<file path="config.mk">
export PLATFORM = sky130hd
export DESIGN_NAME = period_meter
export DESIGN_NICKNAME = d
export VERILOG_FILES = /design/src/rtl/period_meter_pkg.sv /design/src/rtl/level_debounce.sv /design/src/rtl/period_meter.sv
export SDC_FILE = /design/constraint.sdc
export NUM_CORES = 1
export LEC_CHECK = 0
export BUFFER_PORTS_ARGS = -buffer_cell sky130_fd_sc_hd__buf_2
export CAP_MARGIN = 5
export CORE_MARGIN = 2
export CORE_UTILIZATION = 56
export DETAILED_ROUTE_END_ITERATION = 6
export PLACE_DENSITY = 0.91
export SLEW_MARGIN = 40
export SYNTH_ARGS = -nofsm -noshare
export SYNTH_HDL_FRONTEND = slang
export SYNTH_SLANG_ARGS = --single-unit
</file>
<file path="constraint.sdc">
create_clock -name clk -period 4.8 [get_ports clk]
set_input_delay 0.48 -clock clk [delete_from_list [all_inputs] [get_ports clk]]
set_output_delay 0.48 -clock clk [all_outputs]
set_load 0.005 [all_outputs]
</file>
<file path="src/rtl/period_meter_pkg.sv">
// period_meter_pkg
// Shared types for the period meter.
//   pm_state_t : hysteresis FSM state, also driven out on the debug `state` port.
package period_meter_pkg;

  typedef enum logic [1:0] {
    S_WAIT_LOW  = 2'd0,
    S_WAIT_HIGH = 2'd1
  } pm_state_t;

endpackage

</file>
<file path="src/rtl/level_debounce.sv">
// level_debounce
// Counts consecutive strobed samples that lie strictly beyond a threshold and
// pulses `hit_o` on the DEBOUNCE-th one.
// Ports:
//   clk, reset_p  : clock, synchronous active-high reset
//   sample_i      : signed sample
//   strobe_i      : sample valid; only strobed cycles advance the count
//   threshold_i   : signed threshold
//   above_i       : 1 = qualify when sample > threshold, 0 = when sample < threshold
//   clear_i       : clears the run count (used on level change)
//   hit_o         : combinational pulse on the DEBOUNCE-th consecutive qualifying sample
module level_debounce #(
  parameter int unsigned DEBOUNCE = 16,
  parameter int unsigned W_DATA   = 16
) (
  input  logic                     clk,
  input  logic                     reset_p,
  input  logic signed [W_DATA-1:0] sample_i,
  input  logic                     strobe_i,
  input  logic signed [W_DATA-1:0] threshold_i,
  input  logic                     above_i,
  input  logic                     clear_i,
  output logic                     hit_o
);

  // The count never needs to hold DEBOUNCE itself: the hit fires on DEBOUNCE-1.
  localparam int unsigned CW = (DEBOUNCE > 1) ? $clog2(DEBOUNCE) : 1;
  localparam logic [CW-1:0] LAST = CW'(DEBOUNCE - 1);

  logic [CW-1:0] count_q, count_d;
  logic          qual;

  always_comb begin
    qual    = above_i ? (sample_i > threshold_i) : (sample_i < threshold_i);
    hit_o   = strobe_i && qual && (count_q == LAST);
    count_d = count_q;
    if (clear_i) begin
      count_d = '0;
    end else if (strobe_i) begin
      count_d = qual ? count_q + 1'b1 : '0;
    end
  end

  always_ff @(posedge clk) begin
    if (reset_p) begin
      count_q <= '0;
    end else begin
      count_q <= count_d;
    end
  end

endmodule

</file>
<file path="src/rtl/period_meter.sv">
// period_meter
// Measures the period of a sampled waveform (in samples) using two-threshold
// hysteresis with debouncing, averages 2^AVG_LOG2 periods and flags signal loss.
// Ports:
//   clk, reset_p                : clock, synchronous active-high reset
//   data, data_we               : signed sample and its strobe
//   threshold_high/low          : signed hysteresis thresholds (low < high)
//   period, period_valid        : last measured period, one-cycle update pulse
//   avg_period, avg_valid       : mean of last completed window, one-cycle pulse
//   signal_lost                 : counter saturated without a qualifying edge
//   state                       : FSM state for debug display
module period_meter
  import period_meter_pkg::*;
#(
  parameter int unsigned W_DATA   = 16,
  parameter int unsigned W_CNT    = 16,
  parameter int unsigned DEBOUNCE = 16,
  parameter int unsigned AVG_LOG2 = 2
) (
  input  logic                     clk,
  input  logic                     reset_p,
  input  logic signed [W_DATA-1:0] data,
  input  logic                     data_we,
  input  logic signed [W_DATA-1:0] threshold_high,
  input  logic signed [W_DATA-1:0] threshold_low,
  output logic [W_CNT-1:0]         period,
  output logic                     period_valid,
  output logic [W_CNT-1:0]         avg_period,
  output logic                     avg_valid,
  output logic                     signal_lost,
  output logic [1:0]               state
);

  localparam int unsigned W_ACC = W_CNT + AVG_LOG2;
  localparam int unsigned W_WIN = (AVG_LOG2 > 0) ? AVG_LOG2 : 1;
  localparam logic [W_CNT-1:0] CNT_MAX  = '1;
  localparam logic [W_WIN-1:0] WIN_LAST = W_WIN'((1 << AVG_LOG2) - 1);

  pm_state_t          state_q, state_d;
  logic [W_CNT-1:0]   cnt_q, cnt_d;
  logic               armed_q, armed_d;
  logic               lost_q, lost_d;
  logic [W_ACC-1:0]   acc_q, acc_d;
  logic [W_WIN-1:0]   win_q, win_d;
  logic [W_CNT-1:0]   period_q, period_d;
  logic               pv_q, pv_d;
  logic [W_CNT-1:0]   avg_q, avg_d;
  logic               av_q, av_d;

  logic                     hit;
  logic                     qual_edge;
  logic                     above_sel;
  logic signed [W_DATA-1:0] thr_sel;
  logic [W_CNT-1:0]         cnt_inc;
  logic [W_ACC-1:0]         acc_sum;

  // One debouncer serves both levels; threshold and polarity follow the state.
  // A hit always changes state, so it also clears the run count.
  level_debounce #(
    .DEBOUNCE(DEBOUNCE),
    .W_DATA  (W_DATA)
  ) u_debounce (
    .clk        (clk),
    .reset_p    (reset_p),
    .sample_i   (data),
    .strobe_i   (data_we),
    .threshold_i(thr_sel),
    .above_i    (above_sel),
    .clear_i    (hit),
    .hit_o      (hit)
  );

  always_comb begin
    state_d  = state_q;
    cnt_d    = cnt_q;
    armed_d  = armed_q;
    lost_d   = lost_q;
    acc_d    = acc_q;
    win_d    = win_q;
    period_d = period_q;
    pv_d     = 1'b0;
    avg_d    = avg_q;
    av_d     = 1'b0;

    above_sel = (state_q == S_WAIT_HIGH);
    thr_sel   = above_sel ? threshold_high : threshold_low;
    qual_edge = hit && (state_q == S_WAIT_HIGH);
    cnt_inc   = (cnt_q == CNT_MAX) ? CNT_MAX : cnt_q + 1'b1;
    acc_sum   = acc_q + W_ACC'(cnt_inc);

    if (data_we) begin
      if (hit) begin
        state_d = (state_q == S_WAIT_LOW) ? S_WAIT_HIGH : S_WAIT_LOW;
      end
      // An edge on the saturating sample takes priority over loss detection.
      if (qual_edge) begin
        cnt_d   = '0;
        armed_d = 1'b1;
        lost_d  = 1'b0;
        if (armed_q) begin
          period_d = cnt_inc;
          pv_d     = 1'b1;
          if (win_q == WIN_LAST) begin
            avg_d = W_CNT'(acc_sum >> AVG_LOG2);
            av_d  = 1'b1;
            acc_d = '0;
            win_d = '0;
          end else begin
            acc_d = acc_sum;
            win_d = win_q + 1'b1;
          end
        end
      end else begin
        cnt_d = cnt_inc;
        if (cnt_inc == CNT_MAX) begin
          lost_d  = 1'b1;
          armed_d = 1'b0;
          acc_d   = '0;
          win_d   = '0;
        end
      end
    end
  end

  always_ff @(posedge clk) begin
    if (reset_p) begin
      state_q  <= S_WAIT_LOW;
      cnt_q    <= '0;
      armed_q  <= 1'b0;
      lost_q   <= 1'b0;
      acc_q    <= '0;
      win_q    <= '0;
      period_q <= '0;
      pv_q     <= 1'b0;
      avg_q    <= '0;
      av_q     <= 1'b0;
    end else begin
      state_q  <= state_d;
      cnt_q    <= cnt_d;
      armed_q  <= armed_d;
      lost_q   <= lost_d;
      acc_q    <= acc_d;
      win_q    <= win_d;
      period_q <= period_d;
      pv_q     <= pv_d;
      avg_q    <= avg_d;
      av_q     <= av_d;
    end
  end

  assign period       = period_q;
  assign period_valid = pv_q;
  assign avg_period   = avg_q;
  assign avg_valid    = av_q;
  assign signal_lost  = lost_q;
  assign state        = state_q;

endmodule

</file>
==> impl_metrics.env, run 1 <==
export IMPL_outcome="finished, final reports clean"
export IMPL_setup_ws_ns=0.7957
export IMPL_clock_latency_ns=0.37
export IMPL_crit_start="cnt_q[0]"
export IMPL_grt_pass1_wl_um=20440
export IMPL_syn_to_final_growth_pct=13.86
export IMPL_slew_headroom_pct=49.95
export IMPL_final_hold_violation_count=0
export IMPL_worstPathArrival_ns=4.28
export IMPL_synth_edf_count=0
export IMPL_routed_wl_met3_um=964
export IMPL_die_area_um2=9218
export IMPL_met1Wirelength_um=5329
export IMPL_port_buffer_count=86
export IMPL_power_density_nw_per_um2=232.1
export IMPL_drive_gt1_share_pct=21.67
export IMPL_pre_cts_ws_ns=0.8482
export IMPL_post_cts_buffers=0
export IMPL_fin_skew_ns=0.01159
export IMPL_globalplace_congestion=0.9473
export IMPL_final_cells=728
export IMPL_p_leak_uw=0.002320
export IMPL_holdWs_ns=0.4569
export IMPL_die_x_um=96.01
export IMPL_layout_common_cells="buf_2 (85), dfxtp_1 (76), a21oi_1 (47), nand2_1 (35), ha_1 (35)"
export IMPL_wl_um=12660
export IMPL_hold_buffers=0
export IMPL_die_y_um=96.01
export IMPL_cts_buffers=9
export IMPL_crit_chain="ha_1 -> and3_1 -> nand3_1 -> or2_1 -> nand2_1 -> ha_1 -> fa_1 -> a21oi_1 -> o21ai_0 -> a31oi_1 -> a21oi_1 -> nor3b_1 -> or3_1 -> a311oi_1"
export IMPL_tightest_slew_ns=0.7463
export IMPL_synth_seq_area_share_pct=32.52
export IMPL_wl_met2_um=6034
export IMPL_start_util_pct=57.70
export IMPL_fmax_mhz=249.7
export IMPL_drc=0
export IMPL_r2r_start="cnt_q[0]"
export IMPL_h_tree_depth=3
export IMPL_cpPeakStageDelay_ns=0.47
export IMPL_drtAntennaViolNets=0
export IMPL_vdd_drop_max_uv=197.8
export IMPL_slew_viol_final=0
export IMPL_highest_layer="met4"
export IMPL_coreArea_um2=8217
export IMPL_overflow=0
export IMPL_fin_crit_sh_pct=83.42
export IMPL_nNetsFinal=705
export IMPL_viasPerCell=6.376
export IMPL_startpoint_type="register"
export IMPL_critPathMaxFanout=9
export IMPL_setup_viol=0
export IMPL_maxCapViolations=0
export IMPL_tritoncts="done"
export IMPL_drt_first_pass_iters=5
export IMPL_postSynthAreaPerCell_um2=8.699
export IMPL_grtUsageTotal_pct=28.27
export IMPL_final_core_util_pct=65.69
export IMPL_path_class="reg2reg"
export IMPL_synth_main_ff_cell="dfxtp_1"
export IMPL_layout_commonest_cell="buf_2"
export IMPL_cts_buffer_depth=2
export IMPL_clock_sinks=77
export IMPL_synthDistinctLibCells=70
export IMPL_grt_start_max_net_pins=46
export IMPL_synth_cells=545
export IMPL_ys_seq_elements=77
export IMPL_setup_tns_final_ns=0
export IMPL_cp_end_kind="register"
export IMPL_reg2reg_depth=14
export IMPL_drtIter0Drc=263
export IMPL_setup_worst_path_end="avg_period[14]"
export IMPL_synth_fp_nets=632
export IMPL_r2r_setup_slack_ns=0.80
export IMPL_ctsResizeCount=0
export IMPL_dp_cells=711
export IMPL_rsz0062_at_grt="no"
export IMPL_crit_slowest_cell="dfxtp_1"
export IMPL_worstPathRequired_ns=5.08
export IMPL_wl_per_cell_um=17.39
export IMPL_min_from="period[12]"
export IMPL_clockRootBuffer="clkbuf_8"
export IMPL_yosys_warnings=0
export IMPL_hold_class="reg2reg"
export IMPL_num_vias=4642
export IMPL_io_pins=88
export IMPL_grt_pass1_vias=4394
export IMPL_antenna_found_initial=0
export IMPL_clkSlewWorstSetupHoldPaths_ns=0.09
export IMPL_num_antenna_cells=0
export IMPL_hpwl_um=9190
export IMPL_min_period_ns=4.004
export IMPL_ys_async_sr_fraction_pct=0
export IMPL_r2r_end="avg_period[14]"
export IMPL_netlist_area_um2=4741
export IMPL_num_rows=33
[per-layer routing]
metal | track usage (%) | vias to the layer above
li1 | - | 2212
met1 | 35.39 | 2196
met2 | 46.47 | 198
met3 | 6.265 | 36
met4 | 12.50 | 0
met5 | 0 | -
[Yosys cell counts (all sizes together) (3+ instances only)]
cell    count  share of area [%]
xnor2       9                1.7
ha         35                9.2
mux2i      17                3.6
a21o        5               0.79
a311oi      3               0.55
a221oi      3               0.55
xor2        4               0.74
nor2       30                2.4
and3       10                1.4
nor3       18                1.9
and4        6                1.2
a31oi       6               0.79
a21boi      4               0.63
or4         3               0.55
o21ai      28                3.0
a22o       28                5.3
and2        4               0.53
a21oi      48                5.1
nor2b       5               0.66
nor4        6               0.79
clkbuf     17                1.6
o31ai       6                1.2
or3         4               0.53
nand2      36                2.9
buf        13                2.0
o21a        4               0.63
or2         3               0.40
o211ai      6               0.95
nand4      15                2.0
inv        12               0.95
mux2        3               0.71
o211a       6                1.3
nand2b      3               0.40
nand3      32                3.9
a31o        3               0.55
dfxtp      77                 33
a211o       4               0.74
a211oi      5                1.1
[registers in the layout (all words and copies together) (netlist names)]
signal and cells:
avg_valid 1, avg_period 16, period_valid 1, acc_q 18, armed_q 1, win_q 2
state 1, period 16, signal_lost 1, u_debounce.count_q 4, cnt_q 16
[cell families after synthesis]
family | after synthesis | synth area share (%)
adders and majority gates | 36 | 9.660
and+or+nand+nor | 180 | 20.30
AOI/OAI and AO/OA | 173 | 25.92
DFF | 77 | 32.52
muxes | 20 | 4.302
xor gates and xnor gates | 13 | 2.402
other | 1 | 0.07910
buffers and inverters | 45 | 4.830
[worst max-delay path, delay by kind of cell, from the launching register on]
family / cells / cell delay, ns
fa+ha+maj: 3 / 0.77
flops: 1 / 0.47
compound gates: 5 / 1.23
simple gates: 6 / 1.45
[how the worst min path moves through the flow]
stage                             to  slack [ns]  cells past startpoint
after floorplan            acc_q[12]        0.43                      1
after global placement    period[14]        0.44                      2
after detailed placement  period[14]        0.44                      2
after CTS                 period[14]        0.46                      2
after global routing      period[14]        0.49                      2
final                     period[12]        0.46                      2
[area by class of cell]
class	count	area, um2
Fill cell	669	2819
Tap cell	105	131.4
Sequential cell	77	1543
Multi-Input combinational cell	423	2973
Inverter	14	52.55
Timing Repair Buffer	93	489.2
Clock inverter	6	71.32
Clock buffer	10	137.6
[metrics by stage]
stage / area (um2) / total power, uW
after detailed placement: 5174 / 749.2
after CTS: 5383 / 1258
final: 5398 / 1253
after global routing: 5398 / 1295
after global placement: 5171 / 743.0
after floorplan: 4741 / 714.1
[power by group]
group          internal, uW  switching, uW  total, uW
clock                   258            258        515
combinational          39.3           55.1       94.4
sequential              640           3.16        643
total                   937            316       1250
Power figures use the tool's default switching activity.
==> run 2, diff against run 1 <==
Settings changed: CORE_UTILIZATION 56 to 51, PLACE_DENSITY 0.91 to 0.88.
Clock period 4.8 ns to 3.65 ns, I/O delays scaled along.
==> run 2 against run 1 <==
Against the previous run: sequential share of layout area down 0.69 points; largest power group unchanged; global-route usage down 2.1 points; first-iteration DRC count up 42%.
==> impl_metrics.env, run 2 (same netlist as run 1, synthesis figures left out) <==
export IMPL_outcome="finished, final reports clean"
export IMPL_fin_skew_ns=0.009396
export IMPL_vdd_drop_max_uv=161.9
export IMPL_clock_latency_ns=0.35
export IMPL_cp_end_kind="register"
export IMPL_maxCapViolations=0
export IMPL_coreArea_um2=9109
export IMPL_p_leak_uw=0.002409
export IMPL_grtUsageTotal_pct=26.19
export IMPL_layout_commonest_cell="buf_2"
export IMPL_combinationalPowerShare_pct=8.0
export IMPL_min_from="data_we"
export IMPL_startpoint_type="register"
export IMPL_num_antenna_cells=0
export IMPL_wl_per_cell_um=17.16
export IMPL_drtIter0Drc=374
export IMPL_p_seq_share_pct=54.4
export IMPL_crit_slowest_cell="or4_1"
export IMPL_setup_tns_final_ns=0
export IMPL_p_sw_share_pct=25.62
export IMPL_nFillCells=787
export IMPL_power_switching_uw=398.8
export IMPL_worstPathArrival_ns=3.81
export IMPL_tritoncts="done"
export IMPL_slew_headroom_pct=45.27
export IMPL_final_hold_violation_count=0
export IMPL_hold_buffers=0
export IMPL_min_period_ns=3.560
export IMPL_hold_class="in2reg"
export IMPL_hpwl_um=9497
export IMPL_num_rows=35
export IMPL_setup_viol=0
export IMPL_clockRootBuffer="clkbuf_8"
export IMPL_fmax_mhz=280.9
export IMPL_io_pins=88
export IMPL_r2r_start="cnt_q[0]"
export IMPL_drt_first_pass_iters=5
export IMPL_worstPathRequired_ns=3.90
export IMPL_slew_viol_final=0
export IMPL_start_util_pct=52.05
export IMPL_dp_cells=737
export IMPL_largest_reg_flops=18
export IMPL_largest_register="acc_q"
export IMPL_globalplace_congestion=0.9891
export IMPL_die_area_um2=10080
export IMPL_wl_um=12920
export IMPL_clock_sinks=77
export IMPL_p_int_uw=1158
export IMPL_cts_buffers=9
export IMPL_r2r_end="acc_q[14]"
export IMPL_layout_common_cells="buf_2 (86), dfxtp_1 (75), a21oi_1 (44), nand2_1 (35), ha_1 (35)"
export IMPL_syn_to_final_growth_pct=16.76
export IMPL_die_x_um=100.4
export IMPL_viasPerCell=6.258
export IMPL_final_core_util_pct=60.77
export IMPL_h_tree_depth=3
export IMPL_cpPeakStageDelay_ns=0.51
export IMPL_cts_buffer_depth=2
export IMPL_pre_cts_ws_ns=0.1086
export IMPL_nNetsFinal=724
export IMPL_p_clk_share_pct=37.6
export IMPL_final_cells=753
export IMPL_clkSlewWorstSetupHoldPaths_ns=0.08
export IMPL_crit_chain="ha_1 -> and3_2 -> nand3_1 -> or2_4 -> nand2_1 -> ha_1 -> fa_1 -> a21oi_2 -> o21ai_1 -> a31oi_1 -> a21oi_2 -> or4_1 -> nand3_1 -> a21bo_1"
export IMPL_die_y_um=100.4
export IMPL_grt_pass1_wl_um=21400
export IMPL_fin_crit_sh_pct=97.54
export IMPL_grt_start_max_net_pins=45
export IMPL_antenna_found_initial=0
export IMPL_tightest_slew_ns=0.8160
export IMPL_drc=0
export IMPL_port_buffer_count=86
export IMPL_power_density_nw_per_um2=281.2
export IMPL_critPathMaxFanout=9
export IMPL_num_vias=4712
export IMPL_grt_pass1_vias=4511
export IMPL_drive_gt1_share_pct=25.23
export IMPL_hold_depth=3
export IMPL_reg2reg_depth=14
export IMPL_multiInputGateArea_um2=2998
export IMPL_drtAntennaViolNets=0
export IMPL_path_class="reg2reg"
export IMPL_regArea_um2=1544
export IMPL_setup_ws_ns=0.08975
export IMPL_overflow=0
export IMPL_min_to="cnt_q[0]"
export IMPL_r2r_setup_slack_ns=0.09
## run 2: worst max-delay path by stage
stage | start | to | cells after the start
after global placement | cnt_q[0] | acc_q[14] | 14
after CTS | cnt_q[0] | avg_period[14] | 14
final | cnt_q[0] | acc_q[14] | 14
after floorplan | cnt_q[0] | acc_q[14] | 15
after detailed placement | cnt_q[0] | avg_period[14] | 14
after global routing | cnt_q[0] | acc_q[14] | 13
## run 2: critical path: cells and delay by family (launching register included)
kind | cells | cell delay (ns)
AND/OR/NAND/NOR | 6 | 1.25
adder cells (fa/ha/maj) | 3 | 0.89
flip-flops | 1 | 0.37
AO/OA/AOI/OAI | 5 | 0.95
## run 2: timing repair
item	CTS	global route
buffers inserted	0	0
setup endpoints to repair	0	20
gates resized for setup	0	11
## run 2: cell type report
type	count	area share, %
repair buffers	112	11.30
clock buffers	10	2.486
well taps	111	2.509
flip-flops and latches	77	27.89
inverters	14	0.9494
clock inverters	6	0.7007
multi-input cells	423	54.16
## run 2: power groups by stage
stage	Sequential [uW]	Combinational, uW	Clock, uW
6_report	846	125	585
3_5_place_dp	866	122	0
4_1_cts	846	123	591
3_3_place_gp	865	115	0
5_1_grt	847	141	622
2_1_floorplan	864	74.7	0
## run 2: per-stage QoR
stage / power [uW] / area (um2) / hold slack [ns]
global route: 1610 / 5535 / 0.4141
CTS: 1559 / 5508 / 0.3814
floorplan: 939.1 / 4741 / 0.4316
finish: 1556 / 5535 / 0.3886
global placement: 979.6 / 5329 / 0.4421
detailed placement: 987.9 / 5331 / 0.4473
## run 2: per-layer routing
| layer | share of wire (%) | wire [um] | vias up | track usage, % |
|---|---|---|---|---|
| li1 | - | - | 2254 | - |
| met1 | 42 | 5480 | 2228 | 34.05 |
| met2 | 49 | 6297 | 202 | 43.47 |
| met3 | 6.3 | 811 | 28 | 3.900 |
| met4 | 2.6 | 334 | 0 | 10.85 |
| met5 | 0 | 0 | - | 0 |
==> run 3, diff against run 2 <==
Settings changed: PLACE_DENSITY 0.88 to default, PLACE_DENSITY_LB_ADDON from default to 0.05, SYNTH_HIERARCHICAL from default to 1.
==> run 3 against run 2 <==
Against the previous run: non-clock buffer count grew 18; utilization grew 3.8 points; largest cell class unchanged; power grew 5.7%; maximum frequency grew 3.3%; largest power group unchanged.
==> impl_metrics.env, run 3 <==
export IMPL_netlist_top_cells_area="dfxtp_1 (31%), ha_1 (8.9%), nand2_1 (7.1%)"
export IMPL_maxCapViolations=0
export IMPL_use_met2_pct=42.23
export IMPL_final_hold_violation_count=0
export IMPL_synth_fp_nets=692
export IMPL_synthDistinctLibCells=69
export IMPL_die_x_um=102.5
export IMPL_layout_commonest_cell="nand2_1"
export IMPL_design_area_um2=6023
export IMPL_drc=0
export IMPL_num_vias=4766
export IMPL_largest_reg_flops=18
export IMPL_cts_buffers=9
export IMPL_h_tree_depth=3
export IMPL_fmax_mhz=290.0
export IMPL_critPathMaxFanout=8
export IMPL_synth_top_cell_area_share_pct=31.17
export IMPL_path_delay_family="compound AO/OA/AOI/OAI gates"
export IMPL_drt_first_pass_iters=5
export IMPL_die_y_um=102.5
export IMPL_synth_area_leader_cell="dfxtp_1"
export IMPL_largest_register="acc_q"
export IMPL_min_from="period[15]"
export IMPL_overflow=0
export IMPL_setup_viol=0
export IMPL_port_buffer_count=86
export IMPL_grtUsageTotal_pct=24.93
export IMPL_final_cells=851
export IMPL_tightest_slew_ns=0.7514
export IMPL_coreArea_um2=9328
export IMPL_path_buf_inv=1
export IMPL_hold_class="reg2reg"
export IMPL_clock_sinks=77
export IMPL_start_util_pct=53.01
export IMPL_path_class="reg2reg"
export IMPL_viasPerCell=5.600
export IMPL_cp_end_kind="register"
export IMPL_num_antenna_cells=0
export IMPL_min_period_ns=3.448
export IMPL_io_pins=88
export IMPL_dp_cells=822
export IMPL_worstPathArrival_ns=3.74
export IMPL_netlist_area_um2=4945
export IMPL_synth_main_ff_cell="dfxtp_1"
export IMPL_vdd_drop_max_uv=215.6
export IMPL_clockRootBuffer="clkbuf_8"
export IMPL_worstPathRequired_ns=3.95
export IMPL_crit_chain="ha_1 -> nand4_4 -> buf_4 -> nor4_2 -> mux2_2 -> ha_2 -> a21o_1 -> a211oi_1 -> a311o_1 -> or2_2 -> a21oi_1 -> a31o_2"
export IMPL_r2r_start="cnt_q[1]"
export IMPL_synth_seq_area_share_pct=31.17
export IMPL_crit_slowest_cell="mux2_2"
export IMPL_slew_viol_final=0
export IMPL_met3_usage_pct=4.651
export IMPL_cpPeakStageDelay_ns=0.45
export IMPL_wl_um=12570
export IMPL_yosys_top_cells_count="nand2_1 (93), dfxtp_1 (77), nor2_1 (68), a21oi_1 (39), ha_1 (35)"
export IMPL_fin_skew_ns=0.004703
export IMPL_p_leak_uw=0.002773
export IMPL_die_area_um2=10500
export IMPL_placed_cell_area_um2=5664
export IMPL_yosysMostFrequentCell="nand2_1"
export IMPL_clock_latency_ns=0.35
export IMPL_holdWs_ns=0.4560
export IMPL_setup_tns_final_ns=0
export IMPL_tritoncts="done"
export IMPL_grt_pass1_wl_um=20680
export IMPL_slew_headroom_pct=49.85
export IMPL_drtIter0Drc=177
export IMPL_syn_to_final_growth_pct=21.81
export IMPL_cts_buffer_depth=2
export IMPL_drtAntennaViolNets=0
export IMPL_ys_seq_elements=77
export IMPL_use_met1_pct=33.01
export IMPL_ys_async_sr_fraction_pct=0
export IMPL_synth_cells=605
export IMPL_synth_edf_count=0
export IMPL_fin_crit_sh_pct=94.46
export IMPL_yosys_warnings=6
export IMPL_nNetsFinal=804
export IMPL_drive_gt1_share_pct=27.70
export IMPL_grt_busiest_layer="met2"
export IMPL_outcome="finished, final reports clean"
export IMPL_crit_start="cnt_q[1]"
export IMPL_postSynthAreaPerCell_um2=8.173
export IMPL_antenna_found_initial=0
export IMPL_grt_pass1_vias=4454
export IMPL_startpoint_type="register"
export IMPL_power_density_nw_per_um2=273.1
export IMPL_power_uw=1645
export IMPL_wl_per_cell_um=14.78
export IMPL_hpwl_um=9391
export IMPL_clkSlewWorstSetupHoldPaths_ns=0.07
export IMPL_layout_common_cells="nand2_1 (91), buf_2 (86), dfxtp_1 (76), nor2_1 (66), buf_4 (40)"
export IMPL_num_rows=35
export IMPL_globalplace_congestion=0.9154
export IMPL_grt_start_max_net_pins=37
-- run 3: worst register-to-register path: stages (launching register included) --
cell and delay [ns]:
dfxtp_1 0.34, ha_1 0.28, nand4_4 0.16, buf_4 0.19, nor4_2 0.29, mux2_2 0.45
ha_2 0.43, a21o_1 0.18, a211oi_1 0.10, a311o_1 0.40, or2_2 0.30, a21oi_1 0.17
a31o_2 0.12
-- run 3: final cells by class --
type | count | area [um2]
Tap cell | 129 | 161.4
Clock buffer | 12 | 145.1
Multi-Input combinational cell | 477 | 3249
Clock inverter | 4 | 46.29
Sequential cell | 77 | 1545
Inverter | 22 | 82.58
Fill cell | 851 | 3304
Timing Repair Buffer | 130 | 793.3
-- run 3: layer usage --
metal	part of all wire, %	vias to the layer above
met2	48	125
li1	-	2399
met3	5.0	16
met5	0	-
met1	46	2226
met4	1.2	0
-- run 3: worst paths after layout --
| path | endpoint | slack, ns | depth (start not counted) |
|---|---|---|---|
| setup / recovery | acc_q[17] | 0.20 | 12 |
| hold / removal | period[15] | 0.46 | 2 |
| setup reg to reg | acc_q[17] | 0.20 | 12 |
| hold reg to reg | period[15] | 0.46 | 2 |
-- run 3: cell families (layout without fill, tap and decap cells) --
| kind of cell | after synthesis | in the layout | share of synthesized area [%] |
|---|---|---|---|
| DFF | 77 | 77 | 31.17 |
| AOI/OAI and AO/OA | 130 | 130 | 18.65 |
| other | 1 | 1 | 0.07584 |
| buffers and inverters | 51 | 168 | 4.580 |
| adders and majority gates | 36 | 36 | 9.261 |
| muxes | 37 | 37 | 7.945 |
| and+or+nand+nor | 255 | 255 | 25.13 |
| xor gates and xnor gates | 18 | 18 | 3.188 |
-- run 3: report_power, final --
| part | total, uW | internal, uW | switching (uW) |
|---|---|---|---|
| combinational | 162 | 73.5 | 88.9 |
| sequential | 844 | 842 | 2.61 |
| clock | 639 | 333 | 305 |
-- run 3: per-stage QoR --
step	setup WS, ns	utilization (%)
2_1_floorplan	0.01677	-
3_5_place_dp	-0.1415	60.72
5_1_grt	-0.06825	64.57
4_1_cts	0.03022	62.88
6_report	0.2021	64.57
3_3_place_gp	0.02998	60.72
-- run 3: repair_timing --
action / in CTS / in global routing
hold buffers: 0 / 0
resized for setup: 1 / 17
gates cloned: 0 / 0
pin swaps: 0 / 3
buffers inserted: 1 / 12
endpoints found under the setup margin: 17 / 48
